==> config.mk <==
export PLATFORM = sky130hd
export DESIGN_NAME = vga_timing_mixer_flat
export DESIGN_NICKNAME = d
export VERILOG_FILES = /design/src/rtl/vga_pkg.sv /design/src/rtl/vga_timing_mixer_if.sv /design/src/rtl/vga_layer_priority_mux.sv /design/src/rtl/vga_timing_mixer.sv /design/src/flat_wrapper.sv
export SDC_FILE = /design/constraint.sdc
export NUM_CORES = 1
export LEC_CHECK = 0
export ABC_AREA = 1
export CAP_MARGIN = 20
export CORE_ASPECT_RATIO = 1.25
export CORE_MARGIN = 10
export CORE_UTILIZATION = 41
export CTS_BUF_LIST = sky130_fd_sc_hd__clkbuf_2 sky130_fd_sc_hd__clkbuf_4 sky130_fd_sc_hd__clkbuf_8
export DETAILED_ROUTE_END_ITERATION = 7
export PLACE_DENSITY = 0.79
export SYNTH_ARGS = -nofsm -noshare
export SYNTH_HDL_FRONTEND = slang
export SYNTH_SLANG_ARGS = --single-unit
==> constraint.sdc <==
create_clock -name CLK_50 -period 1.5 [get_ports CLK_50]
set_input_delay 0.3 -clock CLK_50 [delete_from_list [all_inputs] [get_ports CLK_50]]
set_output_delay 0.3 -clock CLK_50 [all_outputs]
set_load 0.005 [all_outputs]
==> src/rtl/vga_pkg.sv <==
// Shared VGA timing constants, colour types and the RRR_GGG_BB to 4:4:4 expansion helper.
package vga_pkg;

  localparam int unsigned H_ACTIVE   = 640;
  localparam int unsigned H_FP       = 16;
  localparam int unsigned H_SYNC     = 96;
  localparam int unsigned H_BP       = 48;
  localparam int unsigned V_ACTIVE   = 480;
  localparam int unsigned V_FP       = 10;
  localparam int unsigned V_SYNC     = 2;
  localparam int unsigned V_BP       = 33;
  localparam int unsigned NUM_LAYERS = 4;

  localparam int unsigned H_TOTAL  = H_ACTIVE + H_FP + H_SYNC + H_BP;
  localparam int unsigned V_TOTAL  = V_ACTIVE + V_FP + V_SYNC + V_BP;
  localparam int unsigned HS_START = H_ACTIVE + H_FP;
  localparam int unsigned HS_END   = HS_START + H_SYNC;
  localparam int unsigned VS_START = V_ACTIVE + V_FP;
  localparam int unsigned VS_END   = VS_START + V_SYNC;

  typedef logic [7:0] rgb332_t;

  typedef struct packed {
    logic [3:0] R;
    logic [3:0] G;
    logic [3:0] B;
  } rgb444_t;

  localparam rgb332_t BG_RGB = 8'h00;

  // Replicate the top bits so full-scale 3/2-bit values map to full-scale 4-bit DAC codes.
  function automatic rgb444_t expand_rgb332(input rgb332_t c);
    rgb444_t o;
    o.R = {c[7:5], c[7]};
    o.G = {c[4:2], c[4]};
    o.B = {c[1:0], c[1:0]};
    return o;
  endfunction

endpackage

==> src/rtl/vga_timing_mixer_if.sv <==
// Pixel coordinate / drawing-request bus between the timing mixer and the screen objects.
interface vga_timing_mixer_if #(
  parameter int unsigned NUM_LAYERS = vga_pkg::NUM_LAYERS
);

  logic [9:0]              pixel_x;
  logic [9:0]              pixel_y;
  logic                    pixel_en;
  logic                    startOfFrame;
  logic [NUM_LAYERS-1:0]   draw_req;
  logic [8*NUM_LAYERS-1:0] layer_rgb;

  modport master (
    output pixel_x,
    output pixel_y,
    output pixel_en,
    output startOfFrame,
    input  draw_req,
    input  layer_rgb
  );

  modport slave (
    input  pixel_x,
    input  pixel_y,
    input  pixel_en,
    input  startOfFrame,
    output draw_req,
    output layer_rgb
  );

endinterface

==> src/rtl/vga_layer_priority_mux.sv <==
// Fixed-priority colour select across drawing layers; layer 0 wins, background when nobody draws.
module vga_layer_priority_mux
  import vga_pkg::rgb332_t;
#(
  parameter int unsigned NUM_LAYERS = 4
) (
  input  logic [NUM_LAYERS-1:0]   draw_req,
  input  logic [8*NUM_LAYERS-1:0] layer_rgb,
  input  rgb332_t                 bg_rgb,
  output rgb332_t                 rgb
);

  // Walk from lowest to highest priority so the last hit is the winner.
  always_comb begin
    rgb = bg_rgb;
    for (int unsigned i = 0; i < NUM_LAYERS; i++) begin
      if (draw_req[NUM_LAYERS-1-i]) begin
        rgb = layer_rgb[8*(NUM_LAYERS-1-i) +: 8];
      end
    end
  end

endmodule

==> src/rtl/vga_timing_mixer.sv <==
// VGA timing generator plus layer mixer: drives pixel coordinates out, resolves layer colours back
// and registers them together with HS/VS so sync stays aligned with colour at the pins.
module vga_timing_mixer
  import vga_pkg::rgb332_t, vga_pkg::rgb444_t, vga_pkg::expand_rgb332;
#(
  parameter int unsigned H_ACTIVE   = vga_pkg::H_ACTIVE,
  parameter int unsigned H_FP       = vga_pkg::H_FP,
  parameter int unsigned H_SYNC     = vga_pkg::H_SYNC,
  parameter int unsigned H_BP       = vga_pkg::H_BP,
  parameter int unsigned V_ACTIVE   = vga_pkg::V_ACTIVE,
  parameter int unsigned V_FP       = vga_pkg::V_FP,
  parameter int unsigned V_SYNC     = vga_pkg::V_SYNC,
  parameter int unsigned V_BP       = vga_pkg::V_BP,
  parameter int unsigned NUM_LAYERS = vga_pkg::NUM_LAYERS,
  parameter rgb332_t     BG_RGB     = vga_pkg::BG_RGB
) (
  input  logic                      CLK_50,
  input  logic                      resetN,
  vga_timing_mixer_if.master        pix,
  output logic                      VGA_HS,
  output logic                      VGA_VS,
  output logic [3:0]                VGA_R,
  output logic [3:0]                VGA_G,
  output logic [3:0]                VGA_B
);

  localparam int unsigned H_TOTAL  = H_ACTIVE + H_FP + H_SYNC + H_BP;
  localparam int unsigned V_TOTAL  = V_ACTIVE + V_FP + V_SYNC + V_BP;

  localparam logic [9:0] X_LAST   = 10'(H_TOTAL - 1);
  localparam logic [9:0] Y_LAST   = 10'(V_TOTAL - 1);
  localparam logic [9:0] X_ACT    = 10'(H_ACTIVE);
  localparam logic [9:0] Y_ACT    = 10'(V_ACTIVE);
  localparam logic [9:0] HS_START = 10'(H_ACTIVE + H_FP);
  localparam logic [9:0] HS_END   = 10'(H_ACTIVE + H_FP + H_SYNC);
  localparam logic [9:0] VS_START = 10'(V_ACTIVE + V_FP);
  localparam logic [9:0] VS_END   = 10'(V_ACTIVE + V_FP + V_SYNC);

  logic       pixel_en_q;
  logic [9:0] x_q;
  logic [9:0] y_q;
  logic       x_last;
  logic       y_last;

  assign x_last = (x_q == X_LAST);
  assign y_last = (y_q == Y_LAST);

  // Pixel clock is CLK_50/2; pixel_en marks the second half of each pixel period.
  always_ff @(posedge CLK_50 or negedge resetN) begin
    if (!resetN) begin
      pixel_en_q <= 1'b0;
      x_q        <= '0;
      y_q        <= '0;
    end else begin
      pixel_en_q <= ~pixel_en_q;
      if (pixel_en_q) begin
        if (x_last) begin
          x_q <= '0;
          y_q <= y_last ? '0 : y_q + 10'd1;
        end else begin
          x_q <= x_q + 10'd1;
        end
      end
    end
  end

  assign pix.pixel_x      = x_q;
  assign pix.pixel_y      = y_q;
  assign pix.pixel_en     = pixel_en_q;
  assign pix.startOfFrame = pixel_en_q && x_last && y_last;

  rgb332_t layer_pick;

  vga_layer_priority_mux #(
    .NUM_LAYERS (NUM_LAYERS)
  ) u_priority_mux (
    .draw_req  (pix.draw_req),
    .layer_rgb (pix.layer_rgb),
    .bg_rgb    (BG_RGB),
    .rgb       (layer_pick)
  );

  logic    active;
  logic    hs_n;
  logic    vs_n;
  rgb332_t pix_rgb;
  rgb444_t pix_444;

  // Sync is decoded from the same x/y the clients answered for, keeping it aligned with colour.
  always_comb begin
    active  = (x_q < X_ACT) && (y_q < Y_ACT);
    hs_n    = !((x_q >= HS_START) && (x_q < HS_END));
    vs_n    = !((y_q >= VS_START) && (y_q < VS_END));
    pix_rgb = active ? layer_pick : '0;
    pix_444 = expand_rgb332(pix_rgb);
  end

  always_ff @(posedge CLK_50 or negedge resetN) begin
    if (!resetN) begin
      VGA_HS <= 1'b1;
      VGA_VS <= 1'b1;
      VGA_R  <= '0;
      VGA_G  <= '0;
      VGA_B  <= '0;
    end else if (pixel_en_q) begin
      VGA_HS <= hs_n;
      VGA_VS <= vs_n;
      VGA_R  <= pix_444.R;
      VGA_G  <= pix_444.G;
      VGA_B  <= pix_444.B;
    end
  end

endmodule

==> src/flat_wrapper.sv <==
// flat-port wrapper written by rule: the top's interface ports become plain ports
module vga_timing_mixer_flat import vga_pkg::rgb332_t, vga_pkg::rgb444_t, vga_pkg::expand_rgb332;
#(
  parameter int unsigned H_ACTIVE   = vga_pkg::H_ACTIVE,
  parameter int unsigned H_FP       = vga_pkg::H_FP,
  parameter int unsigned H_SYNC     = vga_pkg::H_SYNC,
  parameter int unsigned H_BP       = vga_pkg::H_BP,
  parameter int unsigned V_ACTIVE   = vga_pkg::V_ACTIVE,
  parameter int unsigned V_FP       = vga_pkg::V_FP,
  parameter int unsigned V_SYNC     = vga_pkg::V_SYNC,
  parameter int unsigned V_BP       = vga_pkg::V_BP,
  parameter int unsigned NUM_LAYERS = vga_pkg::NUM_LAYERS,
  parameter rgb332_t     BG_RGB     = vga_pkg::BG_RGB
)
  (CLK_50, resetN, VGA_HS, VGA_VS, VGA_R, VGA_G, VGA_B, pix_pixel_x, pix_pixel_y, pix_pixel_en, pix_startOfFrame, pix_draw_req, pix_layer_rgb);
  vga_timing_mixer_if #(.NUM_LAYERS(NUM_LAYERS)) pix_i ();
  input  logic CLK_50;
  input  logic resetN;
  output logic VGA_HS;
  output logic VGA_VS;
  output logic [3:0] VGA_R;
  output logic [3:0] VGA_G;
  output logic [3:0] VGA_B;
  output wire logic [$bits(pix_i.pixel_x)-1:0] pix_pixel_x;
  output wire logic [$bits(pix_i.pixel_y)-1:0] pix_pixel_y;
  output wire logic [$bits(pix_i.pixel_en)-1:0] pix_pixel_en;
  output wire logic [$bits(pix_i.startOfFrame)-1:0] pix_startOfFrame;
  input wire logic [$bits(pix_i.draw_req)-1:0] pix_draw_req;
  input wire logic [$bits(pix_i.layer_rgb)-1:0] pix_layer_rgb;
  assign pix_pixel_x = pix_i.pixel_x;
  assign pix_pixel_y = pix_i.pixel_y;
  assign pix_pixel_en = pix_i.pixel_en;
  assign pix_startOfFrame = pix_i.startOfFrame;
  assign pix_i.draw_req = pix_draw_req;
  assign pix_i.layer_rgb = pix_layer_rgb;
  vga_timing_mixer #(.H_ACTIVE(H_ACTIVE), .H_FP(H_FP), .H_SYNC(H_SYNC), .H_BP(H_BP), .V_ACTIVE(V_ACTIVE), .V_FP(V_FP), .V_SYNC(V_SYNC), .V_BP(V_BP), .NUM_LAYERS(NUM_LAYERS), .BG_RGB(BG_RGB)) u_core (.CLK_50(CLK_50), .resetN(resetN), .pix(pix_i), .VGA_HS(VGA_HS), .VGA_VS(VGA_VS), .VGA_R(VGA_R), .VGA_G(VGA_G), .VGA_B(VGA_B));
endmodule
After elaboration in Yosys (flattened, before gate mapping)
Index checks and enable logic that the tools add are counted.
{"block": "word_totals", "register_bits": 35, "in_bits": 38, "out_inout_bits": 36, "elab_cells": 34}
{"block": "classes", "n_addsub": 2, "order_cmp": 6, "eq_ne": 2, "mux": 7, "n_bitwise": 1, "reduce_logical": 8}
{"operator": "$mux 8", "count": 5}
{"operator": "$add 10x1->10 const B", "count": 2}
{"operator": "$eq 10x10->1 const B", "count": 2}
{"operator": "$lt 10x10->1 const B", "count": 2}
{"operator": "$lt 10x9->1 const B", "count": 2}
{"operator": "$mux 10", "count": 2}
{"operator": "$ge 10x10->1 const B", "count": 1}
{"operator": "$ge 10x9->1 const B", "count": 1}
{"operator": "$logic_and 1x1->1", "count": 5}
{"operator": "$logic_not 1->1", "count": 2}
{"operator": "$reduce_and 2->1", "count": 1}
{"operator": "$not 1->1", "count": 1}

Depth between registers and ports, before layout
{"block": "depth", "ltp_word": 5, "mapped_depth": 9, "ltp_nobuf": 9}

By module
A second synthesis with hierarchy kept.
{"block": "unflattened", "cells_unflattened": 329, "area_unflattened_um2": 2199.6}
{"mod": "vga_timing_mixer", "n_inst": 1, "cells_per_inst": 225, "area_per_inst_um2": 1730.4, "seq_area_each_um2": 778.2}
{"mod": "vga_layer_priority_mux", "n_inst": 1, "cells_per_inst": 104, "area_per_inst_um2": 469.2, "seq_area_each_um2": 0.0}

Least setup slack after synthesis
OpenSTA, ideal clock, no wires.
{"block": "synth_path", "path_type": "register -> output", "from": "reg u_core.x_q[0], in the netlist u_core.pix.pixel_x[0]", "to": "out pix_startOfFrame", "arrival_ps": 1271, "required_ps": 1200, "slack_ps": -71, "stages_incl_launch_ff": 9, "n_path_buf": 1, "cell_sequence": "dfrtp_1 ha_1 inv_1 nor2_2 nand3_4 nor2_8 inv_4 buf_6 nor2_2"}
{"block": "synth_via", "elab_chain_len": 3}
{"item": "start: declaration", "line_no": "vga_timing_mixer.sv:40", "rtl": "logic [9:0] x_q;"}
{"item": "start signal: assignment", "line_no": "vga_timing_mixer.sv:61", "rtl": "x_q <= x_q + 10'd1;"}
{"item": "$eq 10x10->1", "line_no": "vga_timing_mixer.sv:45", "rtl": "assign x_last = (x_q == X_LAST);"}
{"item": "$logic_and 1x1->1 (2 in series)", "line_no": "vga_timing_mixer.sv:70", "rtl": "assign pix.startOfFrame = pixel_en_q && x_last && y_last;"}
{"item": "end: declaration", "line_no": "flat_wrapper.sv:27", "rtl": "output wire logic [$bits(pix_i.startOfFrame)-1:0] pix_startOfFrame;"}
Every way passes these cells.

Worst setup path in the final report
{"block": "layout_path", "from": "reg u_core.x_q[6], in the netlist u_core.pix.pixel_x[6]", "to": "out pix_startOfFrame"}
Same word-level chain as after synthesis.

==> qor.yml <==
timing.rr.start: "u_core.pix.pixel_x[6]$_DFFE_PN0P_"
p_leak_nw: 1.55
cts_buffer_depth: 2
vias: 2133
cp_data_arrival_time_ns: 1.43
peakVddDrop_mv: 0.421
async_reset_ff_share_pct: 100
synthCells: 259
synth_fp_nets: 301
power_per_cell_area_nw_per_um2: 575
start_kind: "flip-flop"
core_region_area_um2: 4460
synth-main-ff-cell: "dfrtp_1"
yosysWarnings: 0
dp_hpwl_mm: 4.73
grt_max_degree: 32
synth_edf_count: 0
die_h_um: 96.4
worstPathRequired_ns: 1.20
die_area_um2: 7830
violations: "negative setup slack"
ios: 74
synth_top_family_by_area: "simple AND/OR/NAND/NOR gates"
power_mw: 1.81
synthTopCellsByArea: "dfrtp_1 (38%), nand2_1 (15%), o21ai_0 (6.0%)"
ys_types: 32
cts_num_sinks: 31
initial_core_util_pct: 43.0
path_class: "flip-flop to output pin"
drv_cap: 0
fmax_mhz: 579
synth-compound-area-share_pct: 13.1
clock-root-buffer: "clkbuf_8"
grt_overflow_total: 0
final_core_util_pct: 70.5
first_global_vias: 2180
antenna_found_initial: 0
crit_fanout: 3
grt_util_all_layers_pct: 15.6
post_drt_wl_per_cell_um: 14.0
clkLatencyLatePin_ns: 0.28
setup_ws_ns: -0.228
drt_iter0_markers: 105
fin_crit_sh_pct: 115
h-tree-depth: 2
synth_top_area_share_pct: 37.9
syn_to_final_growth_pct: 64.1
yosys.area_share.xor_xnor_pct: 3.20
skew_ns: 0.00706
drcViolationCount: 0
yosys.area_share.simple_pct: 31.6
layout.nets: 413
synthMostInstantiatedCell: "nand2_1"
firstDrtPassIters: 5
synth_area_um2: 1920
synth_common_cells: "nand2_1 (77), dfrtp_1 (29), inv_1 (23), o21ai_0 (23), nor2_1 (19)"
cts_tree: "built"
final_layout_size_suffix_gt1_share_pct: 21.8
hold_viol: 0
yosysSeqAreaShare_pct: 40.6
viasPerCell: 4.96
whs_ns: 0.368
worst_pin_slew_ns: 0.353
num_antenna_cells: 0
port_buffers: 73
fin_cells: 430
drtAntennaViolNets: 0
wl_mm: 6.03
syn_avg_cell_area_um2: 7.40
die-width_um: 81.2
post-place-cells: 415
synth_mux_area_share_pct: 0
place_congestion: 0.878
worst_setup_path_end_kind: "output pin"
clkTransAtPathRegs_ns: 0.06
yosys.area.top_type: "dfrtp_1"
cts_made_buffers: 5
grt_pass1_wl_mm: 9.53
synth_seq_cells: 31
fin_crit_ns: 1.73
startpoint: "u_core.pix.pixel_x[6]$_DFFE_PN0P_"
cts_hold_repair.buffers: 0
rsz0062_at_grt: "yes"
status: "complete, but fails checks"
slew_viol_final: 0
fp-row-count: 27
max_slew_margin_pct: 76.4
setup_violations: 1
yosys.area_share.adder_pct: 2.61
min_path_type: "input port to asynchronous set/reset pin"
[final cells by class]
class,instances,area [um2]
fill,390,1310
timing repair buffer,116,1070
multi-input combinational,190,1030
sequential,31,778
inverter,26,104
clock buffer,8,91.3
tap,58,72.6
timing repair inverter,1,5.00
[power breakdown]
part           total (mW)  internal (mW)  switching (mW)
clock network       0.673          0.383           0.290
registers           0.870          0.856          0.0132
logic               0.267          0.170          0.0979
total                1.81           1.41           0.401
[worst max-delay path, cell delays in order, from the launching register on]
cell and delay [ns]:
dfrtp_1 0.38, nor2_1 0.28, nand3_4 0.15, nor2_8 0.14
inv_4 0.04, nor2_4 0.07, buf_6 0.09
[stage by stage]
stage / cell area [um2] / worst slack [ns] / setup TNS (ns)
after detailed placement: 2950 / -0.379 / -1.33
after CTS: 3090 / -0.262 / -0.262
after floorplan: 1930 / -0.0655 / -0.0655
after global placement: 2950 / -0.322 / -0.945
final: 3150 / -0.228 / -0.228
after global routing: 3150 / -0.296 / -0.313
[cells by family after synthesis]
family | after synthesis
simple gates | 135
compound gates | 44
buf+inv | 38
flops | 31
xor+xnor | 7
fa+ha+maj | 4
[registers in the layout, summed over array words and instances, names as in the netlist]
| name | flops |
|---|---|
| u_core.pix.pixel_y | 10 |
| u_core.VGA_VS | 1 |
| u_core.pix.pixel_x | 10 |
| u_core.VGA_HS | 1 |
| u_core.VGA_B | 2 |
| u_core.VGA_R | 3 |
| u_core.pix.pixel_en | 1 |
| u_core.VGA_G | 3 |
[metal layers]
layer / GRT usage [%] / up-vias / wire length [um]
met3: 7.02 / 9 / 624
li1: - / 1060 / -
met1: 14.9 / 978 / 2160
met2: 28.3 / 86 / 3140
met5: 0 / - / 0
met4: 6.36 / 0 / 112
[repair_timing]
item / in CTS / in global routing
cloned: 0 / 1
setup endpoints to repair: 27 / 25
buffers inserted: 5 / 4
pin swaps: 4 / 7
gates resized for setup: 41 / 21
[cell usage in the layout (no fill, tap or decap), types with 2 or more instances in the layout]
cell type,count
nand2_2,4
dlymetal6s2s_1,9
clkdlybuf4s50_1,39
nand4_1,8
dlygate4sd2_1,22
inv_2,3
o211ai_1,7
nor2_1,17
clkbuf_4,3
ha_1,3
clkbuf_8,5
dfstp_2,2
nor2_4,3
nor3_1,3
inv_1,20
o21ai_0,21
nand2_1,73
xor2_1,6
nand3_1,15
o21ai_1,3
dfrtp_1,29
o21ai_2,2
buf_6,4
or2_2,3
buf_4,39
nor3_2,2
nor2_2,2
a21oi_1,8
nand3b_1,2
[worst paths after layout]
kind	depth (start not counted)	slack [ns]	endpoint
worst max-delay path	6	-0.23	pix_startOfFrame
worst min-delay path	2	0.37	u_core.VGA_G[2]$_DFFE_PN0P_
worst max register to register	7	0.09	u_core.pix.pixel_y[2]$_DFFE_PN0P_
worst min register to register	2	0.48	u_core.VGA_G[1]$_DFFE_PN0P_
max in group asynchronous	2	0.87	u_core.VGA_HS$_DFFE_PN1P_
min in group CLK_50	2	0.48	u_core.VGA_G[1]$_DFFE_PN0P_
Power figures use the tool's default switching activity.
